File: config.mk
export PLATFORM = sky130hd
export DESIGN_NAME = code_fetch_sequencer
export DESIGN_NICKNAME = d
export VERILOG_FILES = /design/src/rtl/neural_burning_pkg.sv /design/src/rtl/fetch_skid_buffer.sv /design/src/rtl/code_fetch_sequencer.sv
export SDC_FILE = /design/constraint.sdc
export NUM_CORES = 1
export LEC_CHECK = 0
export ABC_CLOCK_PERIOD_IN_PS = 3700
export BUFFER_PORTS_ARGS = -buffer_cell sky130_fd_sc_hd__buf_2
export CELL_PAD_IN_SITES_DETAIL_PLACEMENT = 0
export CELL_PAD_IN_SITES_GLOBAL_PLACEMENT = 1
export CORE_MARGIN = 2
export CORE_UTILIZATION = 34
export CTS_CLUSTER_SIZE = 12
export DETAILED_ROUTE_END_ITERATION = 8
export PLACE_DENSITY = 0.71
export SYNTH_ARGS = -nofsm -noshare
export SYNTH_HDL_FRONTEND = slang
export SYNTH_HIERARCHICAL = 1
export SYNTH_SLANG_ARGS = --single-unit
File: constraint.sdc
create_clock -name clk_clk -period 3.7 [get_ports clk_clk]
set_input_delay 0.74 -clock clk_clk [delete_from_list [all_inputs] [get_ports clk_clk]]
set_output_delay 0.74 -clock clk_clk [all_outputs]
set_load 0.01 [all_outputs]
File: src/rtl/neural_burning_pkg.sv
// Shared types and constants for the code fetch path: sequencer state encoding,
// the halt opcode and the default code/index widths.
package neural_burning_pkg;

   typedef enum logic [1:0] {
      ST_IDLE  = 2'd0,
      ST_FETCH = 2'd1,
      ST_DONE  = 2'd2
   } fetch_state_t;

   localparam logic [3:0] HALT_OP             = 4'hF;
   localparam int         DEFAULT_CODE_WIDTH  = 12;
   localparam int         DEFAULT_INDEX_WIDTH = 32;

endpackage

File: src/rtl/fetch_skid_buffer.sv
// Two-entry FIFO of {code, index} words between the storage read port and the
// fetch-to-decode handshake. Head outputs read as zero while the FIFO is empty.
module fetch_skid_buffer #(
   parameter int CODE_WIDTH  = 12,
   parameter int INDEX_WIDTH = 32
) (
   input  logic                   clk,
   input  logic                   srst,
   input  logic                   flush,
   input  logic                   push,
   input  logic [CODE_WIDTH-1:0]  push_code,
   input  logic [INDEX_WIDTH-1:0] push_index,
   input  logic                   pop,
   output logic [CODE_WIDTH-1:0]  head_code,
   output logic [INDEX_WIDTH-1:0] head_index,
   output logic [1:0]             count
);

   logic [CODE_WIDTH-1:0]  entry_code  [2];
   logic [INDEX_WIDTH-1:0] entry_index [2];
   logic                   wr_ptr_reg;
   logic                   rd_ptr_reg;
   logic [1:0]             count_reg;
   logic                   push_ok;
   logic                   pop_ok;

   assign pop_ok  = pop && (count_reg != 2'd0);
   assign push_ok = push && ((count_reg != 2'd2) || pop_ok);

   generate
      for (genvar gi = 0; gi < 2; gi++) begin : g_entry
         logic [CODE_WIDTH-1:0]  code_reg;
         logic [INDEX_WIDTH-1:0] index_reg;

         // Storage is left unreset; the empty-gated head keeps stale data invisible.
         always_ff @(posedge clk) begin
            if (push_ok && (wr_ptr_reg == 1'(gi))) begin
               code_reg  <= push_code;
               index_reg <= push_index;
            end
         end

         assign entry_code[gi]  = code_reg;
         assign entry_index[gi] = index_reg;
      end
   endgenerate

   always_ff @(posedge clk) begin
      if (srst || flush) begin
         wr_ptr_reg <= 1'b0;
         rd_ptr_reg <= 1'b0;
         count_reg  <= 2'd0;
      end else begin
         if (push_ok) wr_ptr_reg <= ~wr_ptr_reg;
         if (pop_ok)  rd_ptr_reg <= ~rd_ptr_reg;
         count_reg <= count_reg + {1'b0, push_ok} - {1'b0, pop_ok};
      end
   end

   assign count      = count_reg;
   assign head_code  = (count_reg != 2'd0) ? entry_code[rd_ptr_reg]  : '0;
   assign head_index = (count_reg != 2'd0) ? entry_index[rd_ptr_reg] : '0;

endmodule

File: src/rtl/code_fetch_sequencer.sv
// Program-counter sequencer: streams code words from storage to the decode register.
// Optional feature macro CODE_FETCH_HALT_OP_EN: a captured HALT_OP word ends the fetch.
module code_fetch_sequencer
   import neural_burning_pkg::*;
#(
   parameter int CODE_WIDTH  = DEFAULT_CODE_WIDTH,
   parameter int INDEX_WIDTH = DEFAULT_INDEX_WIDTH
) (
   input  logic                   clk_clk,
   input  logic                   reset_reset,
   input  logic                   code_control_interface_active,
   input  logic                   code_control_interface_reset,
   input  logic [INDEX_WIDTH-1:0] code_length,
   output logic                   rd_en,
   output logic [INDEX_WIDTH-1:0] rd_addr,
   input  logic [CODE_WIDTH-1:0]  rd_data,
   output logic                   fetch_valid,
   input  logic                   fetch_ready,
   output logic [CODE_WIDTH-1:0]  fetch_code,
   output logic [INDEX_WIDTH-1:0] fetch_code_index,
   output logic                   busy,
   output logic                   done
);

   fetch_state_t           state_reg;
   logic [INDEX_WIDTH-1:0] pc_reg;
   logic [INDEX_WIDTH-1:0] len_reg;
   logic                   inflight_reg;
   logic [INDEX_WIDTH-1:0] inflight_idx_reg;
   logic [1:0]             buf_count;
   logic                   pop;
   logic                   push_word;
   logic                   issue;
   logic                   halt_stop;
   logic                   buf_drains;
   logic                   fetch_end;
   logic                   ctl_reset;

   assign ctl_reset = code_control_interface_reset;
   assign pop       = fetch_valid && fetch_ready;

`ifdef CODE_FETCH_HALT_OP_EN
   logic halted_reg;

   always_ff @(posedge clk_clk) begin
      if (reset_reset || ctl_reset || (state_reg == ST_IDLE)) begin
         halted_reg <= 1'b0;
      end else if (push_word && (rd_data[CODE_WIDTH-1 -: 4] == HALT_OP)) begin
         halted_reg <= 1'b1;
      end
   end

   assign halt_stop = halted_reg;
`else
   assign halt_stop = 1'b0;
`endif

   // A read issued behind a halt word is dropped rather than buffered.
   assign push_word = inflight_reg && !halt_stop;

   // Slot reservation: buffered + in-flight words after this cycle's pop must leave room.
   assign issue = (state_reg == ST_FETCH) && code_control_interface_active &&
                  (pc_reg < len_reg) && !halt_stop &&
                  (({1'b0, buf_count} + {2'b00, inflight_reg}) <= (3'd1 + {2'b00, pop}));

   assign buf_drains = (buf_count == 2'd0) || ((buf_count == 2'd1) && pop);
   assign fetch_end  = ((pc_reg == len_reg) || halt_stop) && !push_word && buf_drains;

   always_ff @(posedge clk_clk) begin
      if (reset_reset || ctl_reset) begin
         state_reg        <= ST_IDLE;
         pc_reg           <= '0;
         len_reg          <= '0;
         inflight_reg     <= 1'b0;
         inflight_idx_reg <= '0;
      end else begin
         inflight_reg <= issue;
         if (issue) inflight_idx_reg <= pc_reg;
         case (state_reg)
            ST_IDLE: begin
               if (code_control_interface_active) begin
                  if (code_length != '0) begin
                     state_reg <= ST_FETCH;
                     len_reg   <= code_length;
                     pc_reg    <= '0;
                  end else begin
                     state_reg <= ST_DONE;
                  end
               end
            end
            ST_FETCH: begin
               if (issue)     pc_reg    <= pc_reg + 1'b1;
               if (fetch_end) state_reg <= ST_DONE;
            end
            ST_DONE:  state_reg <= ST_DONE;
            default:  state_reg <= ST_IDLE;
         endcase
      end
   end

   fetch_skid_buffer #(
      .CODE_WIDTH (CODE_WIDTH),
      .INDEX_WIDTH(INDEX_WIDTH)
   ) u_skid (
      .clk       (clk_clk),
      .srst      (reset_reset),
      .flush     (ctl_reset),
      .push      (push_word),
      .push_code (rd_data),
      .push_index(inflight_idx_reg),
      .pop       (pop),
      .head_code (fetch_code),
      .head_index(fetch_code_index),
      .count     (buf_count)
   );

   assign rd_en       = issue;
   assign rd_addr     = pc_reg;
   assign fetch_valid = (buf_count != 2'd0);
   assign busy        = (state_reg == ST_FETCH);
   assign done        = (state_reg == ST_DONE);

endmodule

**Yosys cells after proc, flatten, opt, wreduce, memory -nomap -nowiden**

Cells that the tools add are included.

- Register bits: 191
- Bits in latches: 0
- Bits in writable memories: 0
- Memory bits (read-only): 0
- Bits of input ports: 49
- Output and inout bits: 80
- Word-level logic and storage cells: 71
- Memories: 0

- Add/sub/neg operators: 5
- $mul: 0
- Div/mod/pow operators: 0
- Order comparisons: 3
- Equality and inequality tests: 9
- Shift operators: 0
- Muxes and demuxes: 16
- Bitwise gates (word level): 3
- Reduce and logical (&&, ||, !) cells: 23

Operator list:

| cell | number |
|---|---|
| $mux W32 | 7 |
| $pmux W32 S2 | 1 |
| $mux W12 | 4 |
| $add A32 B1 Y32 const B | 1 |
| $eq A32 B32 Y1 | 1 |
| $lt A32 B32 Y1 | 1 |
| $reduce_bool A32 Y1 | 1 |
| $logic_and A1 B1 Y1 | 11 |
| $ne A2 B2 Y1 const B | 4 |
| $mux W2 | 3 |
| $pmux W2 S3 | 1 |
| $eq A2 B1 Y1 const B | 2 |
| $logic_not A2 Y1 | 2 |
| $reduce_and A4 Y1 | 1 |
| $reduce_bool A2 Y1 | 2 |
| $add A2 B1 Y3 | 1 |
| $le A3 B2 Y1 | 1 |
| $logic_or A1 B1 Y1 | 3 |
| $reduce_and A3 Y1 | 1 |
| $add A1 B1 Y2 const A | 1 |
| $add A2 B1 Y2 | 1 |
| $eq A2 B2 Y1 const B | 1 |
| $ge A2 B2 Y1 const B | 1 |
| $ne A2 B1 Y1 const B | 1 |
| other kinds (5) | 6 |

**Logic depth before layout (Yosys ltp)**

- Depth in word-level cells: 7
- Depth in mapped cells: 13
- Gate-level depth less buffers: 12

**By module**

Netlist, hierarchy kept.

Modules (own cells, without submodules):

| module | times used | cells each | area each (sq um) | seq. area each (sq um) |
|---|---|---|---|---|
| code_fetch_sequencer | 1 | 603 | 5069.9 | 1981.9 |
| fetch_skid_buffer | 1 | 210 | 3549.7 | 2722.6 |

**Worst setup path before layout**

No wires, ideal clock.

- Path type: input -> register
- Start point: input fetch_ready
- End point: register u_skid.g_entry[0].code_reg[0], enable pin
- Setup time: 0.445 ns
- Arrival: 2.896 ns
- Data required time: 3.255 ns
- Setup slack: 0.359 ns
- Stages on the path: 4
- Path buffers: 0
- Path through: nand2_1 > inv_1 > o31ai_4 > nor2_1

- Word-level cells in the longest chain between the ends: 5

Ends and longest elaborated chain:

| element | RTL line | source |
|---|---|---|
| start: declaration | code_fetch_sequencer.sv:18 | `input logic fetch_ready,` |
| $logic_and A1 B1 Y1 | code_fetch_sequencer.sv:40 | `assign pop = fetch_valid && fetch_ready;` |
| net pop | code_fetch_sequencer.sv:31 | `logic pop;` |
| $logic_and A1 B1 Y1 | fetch_skid_buffer.sv:27 | `assign pop_ok = pop && (count_reg != 2'd0);` |
| $logic_or A1 B1 Y1 | fetch_skid_buffer.sv:28 | `assign push_ok = push && ((count_reg != 2'd2) \|\| pop_ok);` |
| $logic_and A1 B1 Y1 | fetch_skid_buffer.sv:28 |  |
| $logic_and A1 B1 Y1 | fetch_skid_buffer.sv:37 | `if (push_ok && (wr_ptr_reg == 1'(gi))) begin` |
| end signal: assignment | fetch_skid_buffer.sv:38 | `code_reg <= push_code;` |
| end: declaration | fetch_skid_buffer.sv:32 | `logic [CODE_WIDTH-1:0] code_reg;` |

The timed path passes the listed nets, and every way through them passes these cells.
A chain may end at the register's enable or synchronous reset.

**Final worst setup path**

- Start point: register u_skid.count_reg[1] (netlist: u_skid/count[1])
- End point: output rd_en

- Word-level cells in the longest chain between the ends: 5
- Elaborated cells on any way between the ends: 6
- Those cells by class: add/sub: 2; order compare: 1; reduce/logical: 3

Ends and longest elaborated chain:

| element | RTL line | source |
|---|---|---|
| start: declaration | fetch_skid_buffer.sv:23 | `logic [1:0] count_reg;` |
| start signal: assignment | fetch_skid_buffer.sv:56 | `count_reg <= count_reg + {1'b0, push_ok} - {1'b0, pop_ok};` |
| $reduce_bool A2 Y1 | code_fetch_sequencer.sv:119 | `assign fetch_valid = (buf_count != 2'd0);` |
| $logic_and A1 B1 Y1 | code_fetch_sequencer.sv:40 |  |
| net pop | code_fetch_sequencer.sv:31 |  |
| $add A1 B1 Y2 | code_fetch_sequencer.sv:64 | `(({1'b0, buf_count} + {2'b00, inflight_reg}) <= (3'd1 + {2'b00, pop}));` |
| $le A3 B2 Y1 | code_fetch_sequencer.sv:64 |  |
| $logic_and A1 B1 Y1 | code_fetch_sequencer.sv:63 | `(pc_reg < len_reg) && !halt_stop &&` |
| end: declaration | code_fetch_sequencer.sv:14 | `output logic rd_en,` |

The timed path passes the listed nets, and every way through them passes these cells.

==> flow_metrics.tcl <==
set metrics [dict create \
    status "finished clean" \
    syn-num-nets 905 \
    slew_headroom_pct 52.8 \
    setup_slack_ps 146 \
    holdWs_ps 452 \
    cp_data_arrival_time_ps 2810 \
    syn-cell-area_um2 8620 \
    num_rows 58 \
    netSwitchingPower_mw 0.957 \
    antenna_found_initial 0 \
    fmax_ghz 0.281 \
    finalSetupViolations 0 \
    diodes 0 \
    num_io_pins 129 \
    synth_enable_flop_cells 88 \
    cp-start-kind "flop" \
    reg2reg_setup_slack_ps 450 \
    core_area_um2 25000 \
    antenna_left 0 \
    layout_common_cells "128 x buf_2, 102 x nand2_1, 102 x dfxtp_1, 98 x nor2_1, 88 x edfxtp_1" \
    hold_violations 0 \
    clk_pin_slew_ps 70 \
    p_leak_nw 4.04 \
    numPortBuffers 128 \
    preCtsSetupSlack_ps 253 \
    drt-total-wl_mm 20.8 \
    grt_setup_unrepaired "false" \
    worst_pin_slew_ps 707 \
    nNetsFinal 1056 \
    skew_ps 12.0 \
    vias_per_cell 4.94 \
    gp_congestion 0.813 \
    irDropWorstVdd_uv 236 \
    routedWlPerCell_um 15.9 \
    final_layout_size_suffix_gt1_share_pct 22.6 \
    crit_fanout 3 \
    ys_seq_area_share_pct 54.6 \
    power_frac_comb_pct 5.0 \
    vias 6452 \
    cts_buffers 17 \
    die_w_um 163 \
    yosys_most_used_dff "dfxtp_1" \
    drc 0 \
    grt_pass1_vias 6055 \
    synth-seq-cells 191 \
    layout_commonest_cell "buf_2" \
    cp_slowest_stage_delay_ps 500 \
    holdCritPathClass "reg -> reg" \
    max_cap_violations 0 \
    critPathSlowestCell "fa_1" \
    period_needed_ps 3550 \
    yosys.cell_types.count 67 \
    synth_cells 813 \
    cts_tree "done" \
    crit_type "reg -> out" \
    syn2layout_area_growth_pct 20.8 \
    cts_setup_buffers 0 \
    dpl.hpwl_mm 15.2 \
    start_util_pct 34.4 \
    track_usage_pct 15.9 \
    crit_family "simple AND/OR/NAND/NOR gates" \
    crit_required_ps 2960 \
    power.clock.fraction_pct 42.9 \
    grt_pass1_wl_mm 32.9 \
    path_cells "or2_2 -> nand2_1 -> inv_1 -> fa_1 -> o31ai_1 -> buf_4 -> o2111ai_1 -> nor2_1 -> nand2_2 -> clkinv_1 -> buf_2" \
    die_area_um2 26600 \
    pwr_density_cell_nw_per_um2 409 \
    grt_max_degree 68 \
    clk_latency_ps 430 \
    cp_num_buf_inv 4 \
    htreeDepth 4 \
    clk_path_buf_depth 2 \
    root_buffer "clkbuf_16" \
    swShare_pct 22.5 \
    finalSetupTns_ps 0 \
    end_kind "output port" \
    drt_iter0_drc 334 \
    p_int_mw 3.30 \
    yosys_warnings 6 \
    drt_first_pass_iters 5 \
    die_h_um 163 \
    pwr-share-seq_pct 52.0 \
    finalMaxSlewViolations 0 \
    cts_sinks 191 \
    syn_area_per_cell_um2 10.6 \
    overflow 0 \
    largest_register_ffs 64 \
    period_share_pct 96.0 \
    synthArstFlopShare_pct 0 \
    nFillCells 2456 \
]
==> final timing paths <==
kind	depth (start not counted)	startpoint	to
worst max-delay path	11	u_skid/count[1]	rd_en
worst min-delay path	0	inflight_idx_reg[21]	u_skid/g_entry[1].index_reg[21]
worst max register to register	12	u_skid/count[1]	rd_addr[7]
worst min register to register	0	inflight_idx_reg[21]	u_skid/g_entry[1].index_reg[21]
==> cell type report <==
cell class / instances / area (µm²) / share of cell area, %
Timing Repair Buffer: 166 / 938 / 9.01
Tap cell: 330 / 413 / 3.96
Sequential cell: 191 / 4710 / 45.2
Clock inverter: 13 / 151 / 1.45
Clock buffer: 19 / 433 / 4.16
Multi-Input combinational cell: 539 / 3590 / 34.5
Inverter: 49 / 184 / 1.77
==> logic make-up (layout without fill, tap and decap cells) <==
kind of cell    Yosys count  in the layout  synth area share [%]
simple gates            283            283                  15.2
buf+inv                  83            247                  4.15
compound gates          132            132                  10.4
mux                      78             78                  9.06
xor+xnor                  3              3                 0.305
flops                   191            191                  54.6
fa+ha+maj                43             43                  6.33
==> power by group through the flow <==
stage          Sequential [mW]  Clock (mW)  Combinational [mW]
5_1_grt                   2.22        1.96               0.240
3_5_place_dp              2.26           0               0.216
6_report                  2.22        1.83               0.214
3_3_place_gp              2.26           0               0.214
2_1_floorplan             2.26           0               0.131
4_1_cts                   2.22        1.88               0.217
==> cells in the mapped netlist, types with 2 or more instances <==
cell | number | area share, %
a211oi_1 | 2 | 0.17
or3_1 | 3 | 0.22
o311ai_1 | 4 | 0.41
and2_1 | 5 | 0.36
nand2b_1 | 2 | 0.15
ha_1 | 42 | 6.1
a211o_1 | 4 | 0.41
xor2_1 | 2 | 0.20
or2_2 | 5 | 0.36
and3_4 | 2 | 0.26
and4_1 | 2 | 0.20
a22o_1 | 2 | 0.20
inv_1 | 47 | 2.0
o22a_1 | 3 | 0.30
mux2i_1 | 78 | 9.1
nand3_1 | 11 | 0.64
nor2_1 | 100 | 4.4
o31ai_1 | 17 | 1.5
buf_1 | 3 | 0.13
buf_2 | 10 | 0.58
o21ai_1 | 2 | 0.12
nand2_1 | 103 | 4.5
nand4_1 | 15 | 1.1
dfxtp_1 | 103 | 24
a31oi_1 | 3 | 0.22
nor3_1 | 9 | 0.52
a21oi_1 | 49 | 2.8
a221o_1 | 2 | 0.23
and3_1 | 5 | 0.36
a21o_1 | 2 | 0.17
o21ai_0 | 13 | 0.75
nor4_4 | 2 | 0.49
buf_6 | 4 | 0.52
nor4_1 | 9 | 0.65
o21a_1 | 3 | 0.26
o211ai_1 | 2 | 0.17
clkbuf_1 | 16 | 0.70
o311ai_0 | 11 | 1.1
edfxtp_1 | 88 | 31
==> worst register-to-register path: cells and delay by family, from the launching register on <==
family | cells | cell delay, ps
AOI/OAI and AO/OA | 4 | 1140
and+or+nand+nor | 3 | 540
buffers and inverters | 4 | 670
adders and majority gates | 1 | 500
DFF | 1 | 310
==> timing repair <==
item / 4_1_cts / 5_1_grt
resized for setup: 0 / 1
setup endpoints to repair: 0 / 1
hold buffers: 0 / 0
==> per-stage QoR <==
stage               instances  instance area [µm²]  util (%)  total power, mW
floorplan                 813                 8620         -             2.39
global placement         1275                 9830      39.3             2.48
detailed placement       1275                 9830      39.3             2.48
CTS                      1307                10400      41.6             4.31
global route             1307                10400      41.6             4.42
finish                   1307                10400      41.6             4.26
==> per-layer routing <==
metal	global-route usage [%]	share of wire [%]	up-vias
met4	4.63	1.7	0
li1	-	-	3235
met1	22.4	48	2999
met2	24.6	44	193
met3	3.33	6.1	25
met5	0	0	-
Note: power is estimated with default switching activity, not from simulation.
